==> config.mk <==
export PLATFORM = sky130hd
export DESIGN_NAME = register_file_mp
export DESIGN_NICKNAME = d
export VERILOG_FILES = /design/src/rtl/register_file_mp.sv
export SDC_FILE = /design/constraint.sdc
export NUM_CORES = 2
export LEC_CHECK = 0
export ABC_AREA = 1
export CAP_MARGIN = 25
export CELL_PAD_IN_SITES_DETAIL_PLACEMENT = 0
export CELL_PAD_IN_SITES_GLOBAL_PLACEMENT = 1
export CORE_ASPECT_RATIO = 2
export CORE_UTILIZATION = 40
export DETAILED_ROUTE_END_ITERATION = 12
export GPL_TIMING_DRIVEN = 0
export PLACE_DENSITY = 0.77
export SLEW_MARGIN = 20
export SYNTH_ARGS = -nofsm -noshare
export SYNTH_HDL_FRONTEND = slang
export SYNTH_SLANG_ARGS = --single-unit
==> constraint.sdc <==
create_clock -name clk -period 24.2 [get_ports clk]
set_clock_uncertainty 0.2 [all_clocks]
set_input_delay 3.63 -clock clk [delete_from_list [all_inputs] [get_ports clk]]
set_output_delay 3.63 -clock clk [all_outputs]
set_load 0.03 [all_outputs]
==> src/rtl/register_file_mp.sv <==
// register_file_mp: multi-port integer register file with a per-register scoreboard.
//
// Register 0 reads as zero and is never busy. Writes and allocs to index 0, or to any index
// >= NREGS, are dropped. Reads of such indices return 0 and not-busy.
//
// Optional feature: define REGFILE_BYPASS_EN to forward same-cycle writeback data to the read
// ports. Default build (macro undefined) returns registered state only.
//
// Ports:
//   clk        rising-edge clock
//   rst        synchronous, active-high reset (clears data, busy bits and busy count)
//   rd_addr    read index per read port
//   rd_data    read data per read port (combinational)
//   rd_busy    1 = register read by that port has an outstanding producer
//   wr_en      writeback enable per write port
//   wr_addr    writeback destination per write port
//   wr_data    writeback data per write port
//   alloc_en   issue marks alloc_reg as pending
//   alloc_reg  register being allocated
//   busy_cnt   number of registers currently busy
module register_file_mp #(
  parameter int unsigned XLEN   = 32,
  parameter int unsigned NREGS  = 32,
  parameter int unsigned NUM_RD = 2,
  parameter int unsigned NUM_WR = 2,
  localparam int unsigned AW    = $clog2(NREGS)
) (
  input  logic                           clk,
  input  logic                           rst,
  input  logic [NUM_RD-1:0][AW-1:0]      rd_addr,
  output logic [NUM_RD-1:0][XLEN-1:0]    rd_data,
  output logic [NUM_RD-1:0]              rd_busy,
  input  logic [NUM_WR-1:0]              wr_en,
  input  logic [NUM_WR-1:0][AW-1:0]      wr_addr,
  input  logic [NUM_WR-1:0][XLEN-1:0]    wr_data,
  input  logic                           alloc_en,
  input  logic [AW-1:0]                  alloc_reg,
  output logic [AW:0]                    busy_cnt
);

  // Register 0 has no storage at all.
  logic [XLEN-1:0]  regs_q [NREGS-1:1];
  logic [XLEN-1:0]  regs_d [NREGS-1:1];
  logic [NREGS-1:1] busy_q, busy_d;
  logic [AW:0]      busy_cnt_q, busy_cnt_d;

  // Next-state: writes in ascending port order so the highest port wins; alloc applied last so
  // a new producer outranks a same-cycle writeback. The counter follows each busy transition.
  always_comb begin
    busy_cnt_d = busy_cnt_q;
    for (int i = 1; i < int'(NREGS); i++) begin
      regs_d[i] = regs_q[i];
      busy_d[i] = busy_q[i];
      for (int w = 0; w < int'(NUM_WR); w++) begin
        if (wr_en[w] && (wr_addr[w] == AW'(i))) begin
          regs_d[i] = wr_data[w];
          busy_d[i] = 1'b0;
        end
      end
      if (alloc_en && (alloc_reg == AW'(i))) begin
        busy_d[i] = 1'b1;
      end
      if (busy_d[i] && !busy_q[i]) begin
        busy_cnt_d = busy_cnt_d + (AW+1)'(1);
      end else if (!busy_d[i] && busy_q[i]) begin
        busy_cnt_d = busy_cnt_d - (AW+1)'(1);
      end
    end
    if (rst) begin
      for (int i = 1; i < int'(NREGS); i++) begin
        regs_d[i] = '0;
      end
      busy_d     = '0;
      busy_cnt_d = '0;
    end
  end

  always_ff @(posedge clk) begin
    regs_q     <= regs_d;
    busy_q     <= busy_d;
    busy_cnt_q <= busy_cnt_d;
  end

  // Set when the read index names a real, nonzero register.
  logic [NUM_RD-1:0] rd_valid;

  always_comb begin
    for (int p = 0; p < int'(NUM_RD); p++) begin
      rd_data[p]  = '0;
      rd_busy[p]  = 1'b0;
      rd_valid[p] = 1'b0;
      for (int i = 1; i < int'(NREGS); i++) begin
        if (rd_addr[p] == AW'(i)) begin
          rd_data[p]  = regs_q[i];
          rd_busy[p]  = busy_q[i];
          rd_valid[p] = 1'b1;
        end
      end
`ifdef REGFILE_BYPASS_EN
      if (!rst && rd_valid[p]) begin
        for (int w = 0; w < int'(NUM_WR); w++) begin
          if (wr_en[w] && (wr_addr[w] == rd_addr[p])) begin
            rd_data[p] = wr_data[w];
            rd_busy[p] = alloc_en && (alloc_reg == rd_addr[p]);
          end
        end
      end
`endif
    end
  end

  assign busy_cnt = busy_cnt_q;

endmodule

==> impl_metrics.csv, run 1 <==
group,metric,value,unit
placement,place.gp.congestion,1.250,
logic_synthesis,synth.distinct_cells,58,
placement,placed_area,75330,um^2
floorplan,start_util,40.29,%
status,stop_stage,"global routing (5_1_grt)",
clock_network,cts_buffers,105,
status,status,"stopped before the end",
status,firstError,"[ERROR GRT-0116] Global routing finished with congestion. Check the congestion regions in the DRC Viewer.",
logic_synthesis,ys.flop_type,"dfxtp_1",
grt,globalRouteOverflowTotal,1479,
logic_synthesis,synthArstFlopShare,0,%
clock_network,root_buffer,"clkbuf_16",
logic_synthesis,synth-edff-count,0,
grt,track_usage,77.94,%
logic_synthesis,ys_ff_latch,1029,
floorplan,die_h,587.2,um
logic_synthesis,yosys_warnings,0,
clock_network,clock-sinks,1029,
logic_synthesis,synth.yosys.seq_area_share,30.07,%
logic_synthesis,syn_nets,11250,
logic_synthesis,avgSynthCellArea,6.174,um^2
clock_network,cts_htree_levels,3,
logic_synthesis,syn_inst,11095,
floorplan,die_w,294.6,um
placement,dp_hpwl,435100,um
floorplan,rows,214,
clock_network,cts_max_path_buffers,3,
placement,portBuffers,164,
placement,dp_cells,13630,
grt,grt_pass1_vias,101899,
grt,grt_max_degree,16,
grt,grt_first_pass_wirelength,987600,um
floorplan,io_pins,166,
logic_synthesis,netlist_area,68500,um^2
==> routing by layer <==
layer  GRT usage [%]  overflow
met1           77.14        23
met2           94.11       859
met3           61.70        28
met4           82.06       564
met5           27.25         5
==> synth_stat cells (all sizes together), types with 2 or more instances <==
library cell / count / area (um^2)
a21boi: 3 / 26.27
o211ai: 432 / 3243
o22ai: 108 / 675.7
nor3: 76 / 380.4
nand3b: 4 / 30.03
a211oi: 10 / 75.07
o2111a: 8 / 90.09
a2111oi: 2 / 17.52
buf: 17 / 83.82
nor3b: 9 / 67.56
or2: 4 / 25.02
a221oi: 15 / 131.4
a31oi: 38 / 237.7
nand4: 297 / 1858
xor2: 15 / 217.7
a21oi: 1094 / 5475
xnor2: 4 / 35.03
clkinv: 22 / 82.58
o221ai: 2 / 17.52
nand2: 2684 / 10950
nor4: 22 / 137.6
nor2: 745 / 2879
dfxtp: 1029 / 20600
clkbuf: 860 / 3228
a31o: 2 / 17.52
inv: 1221 / 4588
o21ai: 1745 / 8748
and3: 5 / 31.28
a221o: 2 / 20.02
ha: 61 / 763.2
o32ai: 2 / 25.03
o2111ai: 146 / 1279
nand3: 403 / 2392
==> per-stage QoR <==
stage | worst slack [ps] | hold slack, ps
CTS | 8.512 | 266.4
detailed placement | -4684 | 256.0
global placement | -4177 | 252.0
floorplan | 322.3 | 244.3
==> logic make-up after synthesis <==
| family | share of synthesized area [%] |
|---|---|
| XOR/XNOR | 0.3690 |
| flip-flops | 30.07 |
| buffers and inverters | 11.67 |
| multiplexers | 0.03105 |
| adder cells (fa/ha/maj) | 1.114 |
| AND/OR/NAND/NOR | 27.38 |
| AO/OA/AOI/OAI | 29.36 |
==> timing repair <==
| item | CTS |
|---|---|
| setup buffers | 20 |
| pin swaps | 19 |
| endpoints found under the hold margin | 0 |
| resized for setup | 57 |
| hold buffers | 0 |
| endpoints found under the setup margin | 5 |
==> run 2, diff against run 1 <==
--- a/config.mk
+++ b/config.mk
@@ -7,13 +7,10 @@
 export LEC_CHECK = 0
 export ABC_AREA = 1
 export CAP_MARGIN = 25
-export CELL_PAD_IN_SITES_DETAIL_PLACEMENT = 0
-export CELL_PAD_IN_SITES_GLOBAL_PLACEMENT = 1
-export CORE_ASPECT_RATIO = 2
-export CORE_UTILIZATION = 40
+export CORE_UTILIZATION = 25
 export DETAILED_ROUTE_END_ITERATION = 12
 export GPL_TIMING_DRIVEN = 0
-export PLACE_DENSITY = 0.77
+export PLACE_DENSITY_LB_ADDON = 0.15
 export SLEW_MARGIN = 20
 export SYNTH_ARGS = -nofsm -noshare
 export SYNTH_HDL_FRONTEND = slang
==> constraint.sdc (replaced) <==
create_clock -name clk -period 31.5 [get_ports clk]
set_clock_uncertainty 0.2 [all_clocks]
set_input_delay 4.725 -clock clk [delete_from_list [all_inputs] [get_ports clk]]
set_output_delay 4.725 -clock clk [all_outputs]
set_load 0.03 [all_outputs]
==> impl_metrics.csv, run 2 <==
group,metric,value,unit
timing,fmax,0.03481,GHz
critical_path,cp_num_buf_inv,29,
layout,fill_cells,30272,
route,drt_wl_total,567800,um
pwr,p_int,2.756,mW
route,drtAntennaViolNets,0,
logic_synthesis,synth_top_cell_area_share,30.07,%
critical_path,path_delay_family,"adder cells",
hold_path,hold_path_class,"reg2reg",
layout,finalNonFillerCells,15298,
timing,rsz0062_at_grt,"false",
critical_path,crit_type,"in2reg",
route,vias_per_cell,5.935,
timing,finalSetupViolCount,0,
clock_network,clk_pin_slew_worst_paths,50,ps
logic_synthesis,netlist_area,68500,um^2
clock_network,cts_htree_levels,4,
hold_path,min_from,"regs_q[10]",
layout,largest_reg_flops,992,
timing,fin_crit_sh,91.20,%
logic_synthesis,synthArstFlopShare,0,%
pwr,power_density,57.04,nW/um^2
critical_path,arrival,29270,ps
layout,final_area,82560,um^2
clock_network,cts_tree,"yes",
timing,maxSlewViolCount,0,
logic_synthesis,avgSynthCellArea,6.174,um^2
critical_path,crit_start,"wr_addr[0]",
placement,placed_area,77620,um^2
pwr,seqPwrFrac,29.0,%
route,drc_errors,0,
pwr,clockPowerShare,36.3,%
placement,place.gp.congestion,1.084,
route,routed-via-count,90792,
timing,hold_viol,0,
floorplan,die_h,525.5,um
clock_network,cts_buffers,142,
layout,syn2layout_area_growth,20.53,%
clock_network,ctsResizeCount,0,
logic_synthesis,syn_nets,11250,
clock_network,clock-sinks,1029,
floorplan,rows,191,
route,drt_iter0_drc,14660,
layout,drive_above_1_share,7.997,%
clock_network,clkLatencyLatePin,860,ps
critical_path,worstPathMaxFanout,6,
grt,globalRouteOverflowTotal,0,
logic_synthesis,synth.yosys.seq_area_share,30.07,%
timing,fin_hold_ws,265.4,ps
placement,dp_slack,2069,ps
floorplan,io_pins,166,
layout,regArea,20600,um^2
layout,finish.utilization,30.39,%
pwr,vdd_drop_max,0.06548,mV
pwr,swShare,41.48,%
logic_synthesis,synth-edff-count,0,
pwr,finalPower,4.709,mW
route,dr.pass1.iters,8,
layout,layout_commonest_cell,"nand2_1",
status,status,"finished clean",
layout,nets,11689,
logic_synthesis,synthTopCellsByArea,"dfxtp_1 30%, nand2_1 14%, o21ai_0 13%",
floorplan,die_area,276100,um^2
logic_synthesis,ys.flop_type,"dfxtp_1",
timing,fin_tns_setup,0,ps
critical_path,cpMaxStageDelayCell,"clkdlybuf4s50_1",
floorplan,start_util,25.21,%
route,post_drt_wl_per_cell,37.11,um
logic_synthesis,ys_ff_latch,1029,
pwr,leakage,32.36,nW
critical_path,cpPeakStageDelay,850,ps
clock_network,cts_setup_buffers,0,
critical_path,start_kind,"input port",
floorplan,core_area,271700,um^2
placement,portBuffers,164,
critical_path,r2r-start,"busy_q[1]",
logic_synthesis,synth.most_common_cell,"nand2_1",
grt,grt_max_degree,17,
placement,dp_hpwl,450600,um
layout,largest-register,"regs_q",
clock_network,hold_buffers,0,
pwr,switching_power,1.954,mW
grt,grt_pass1_vias,80298,
flow_run,maxCapViolations,0,
grt,grt_first_pass_wirelength,735100,um
layout,multi_input_area,40000,um^2
clock_network,root_buffer,"clkbuf_16",
critical_path,required,32040,ps
logic_synthesis,synth.distinct_cells,58,
pwr,pwr-share-comb,34.7,%
placement,dp_cells,14954,
critical_path,crit_path_end_kind,"flip-flop",
logic_synthesis,yosys_warnings,0,
timing,worst_slack,2771,ps
grt,track_usage,39.41,%
timing,post-route-min-period,28730,ps
timing,relSlewSlack,6.588,%
layout,most-common-layout-cells,"2484 x nand2_1, 1733 x o21ai_0, 1155 x inv_1",
logic_synthesis,synth_top_cells_by_count,"2484 x nand2_1, 1735 x o21ai_0, 1156 x inv_1, 1094 x a21oi_1, 1029 x dfxtp_1",
floorplan,die_w,525.5,um
timing,tightest_slew,1387,ps
logic_synthesis,yosysTopAreaCell,"dfxtp_1",
logic_synthesis,syn_inst,11095,
critical_path,path_common_cell,"nand2_1",
clock_network,cts_max_path_buffers,3,
grt,antenna_found_initial,92,
run 2: logic make-up (layout without fill, tap and decap cells):
kind of cell | after synthesis | after routing | synth area share (%)
adder cells (fa/ha/maj) | 61 | 61 | 1.114
buffers and inverters | 2121 | 2668 | 11.67
AND/OR/NAND/NOR | 4250 | 4250 | 27.38
XOR/XNOR | 19 | 19 | 0.3690
AO/OA/AOI/OAI | 3613 | 3613 | 29.36
multiplexers | 2 | 2 | 0.03105
other | 0 | 86 | 0
flip-flops | 1029 | 1029 | 30.07
run 2: path summary, 6_finish.rpt:
kind,end,slack [ps],depth (start not counted)
setup / recovery,busy_cnt[5],2770,148
hold / removal,regs_q[10],270,2
setup reg to reg,busy_cnt[5],7580,143
hold reg to reg,regs_q[10],270,2
run 2: tightest hold or removal path, stage by stage, from the launching register on:
cell	delay [ps]
dfxtp_1	310
nand2_1	60
a21oi_1	50
run 2: layer usage:
| layer | track usage, % | share of wire, % | up-vias |
|---|---|---|---|
| met5 | 0.6234 | 0.044 | - |
| met4 | 30.75 | 8.8 | 32 |
| met3 | 12.75 | 12 | 1568 |
| met2 | 55.07 | 40 | 6895 |
| met1 | 49.49 | 39 | 43994 |
| li1 | - | - | 38303 |
run 2: power by group through the flow:
| stage | Clock, mW | Combinational [mW] | Sequential, mW |
|---|---|---|---|
| after floorplan | 0 | 1.03 | 1.38 |
| after global placement | 0 | 1.55 | 1.39 |
| after detailed placement | 0 | 1.61 | 1.39 |
| after CTS | 1.71 | 1.61 | 1.36 |
| after global routing | 1.75 | 1.79 | 1.37 |
| final | 1.71 | 1.63 | 1.37 |
run 2: final cells by class:
type | instances | area share [%]
Buffer | 878 | 4.296
Timing Repair Buffer | 295 | 5.298
Clock buffer | 216 | 5.178
Multi-Input combinational cell | 7945 | 48.45
Clock inverter | 36 | 0.5001
Inverter | 1243 | 5.657
Antenna cell | 86 | 0.2607
Sequential cell | 1029 | 24.95
Tap cell | 3570 | 5.410
Power figures use the tool's default switching activity.
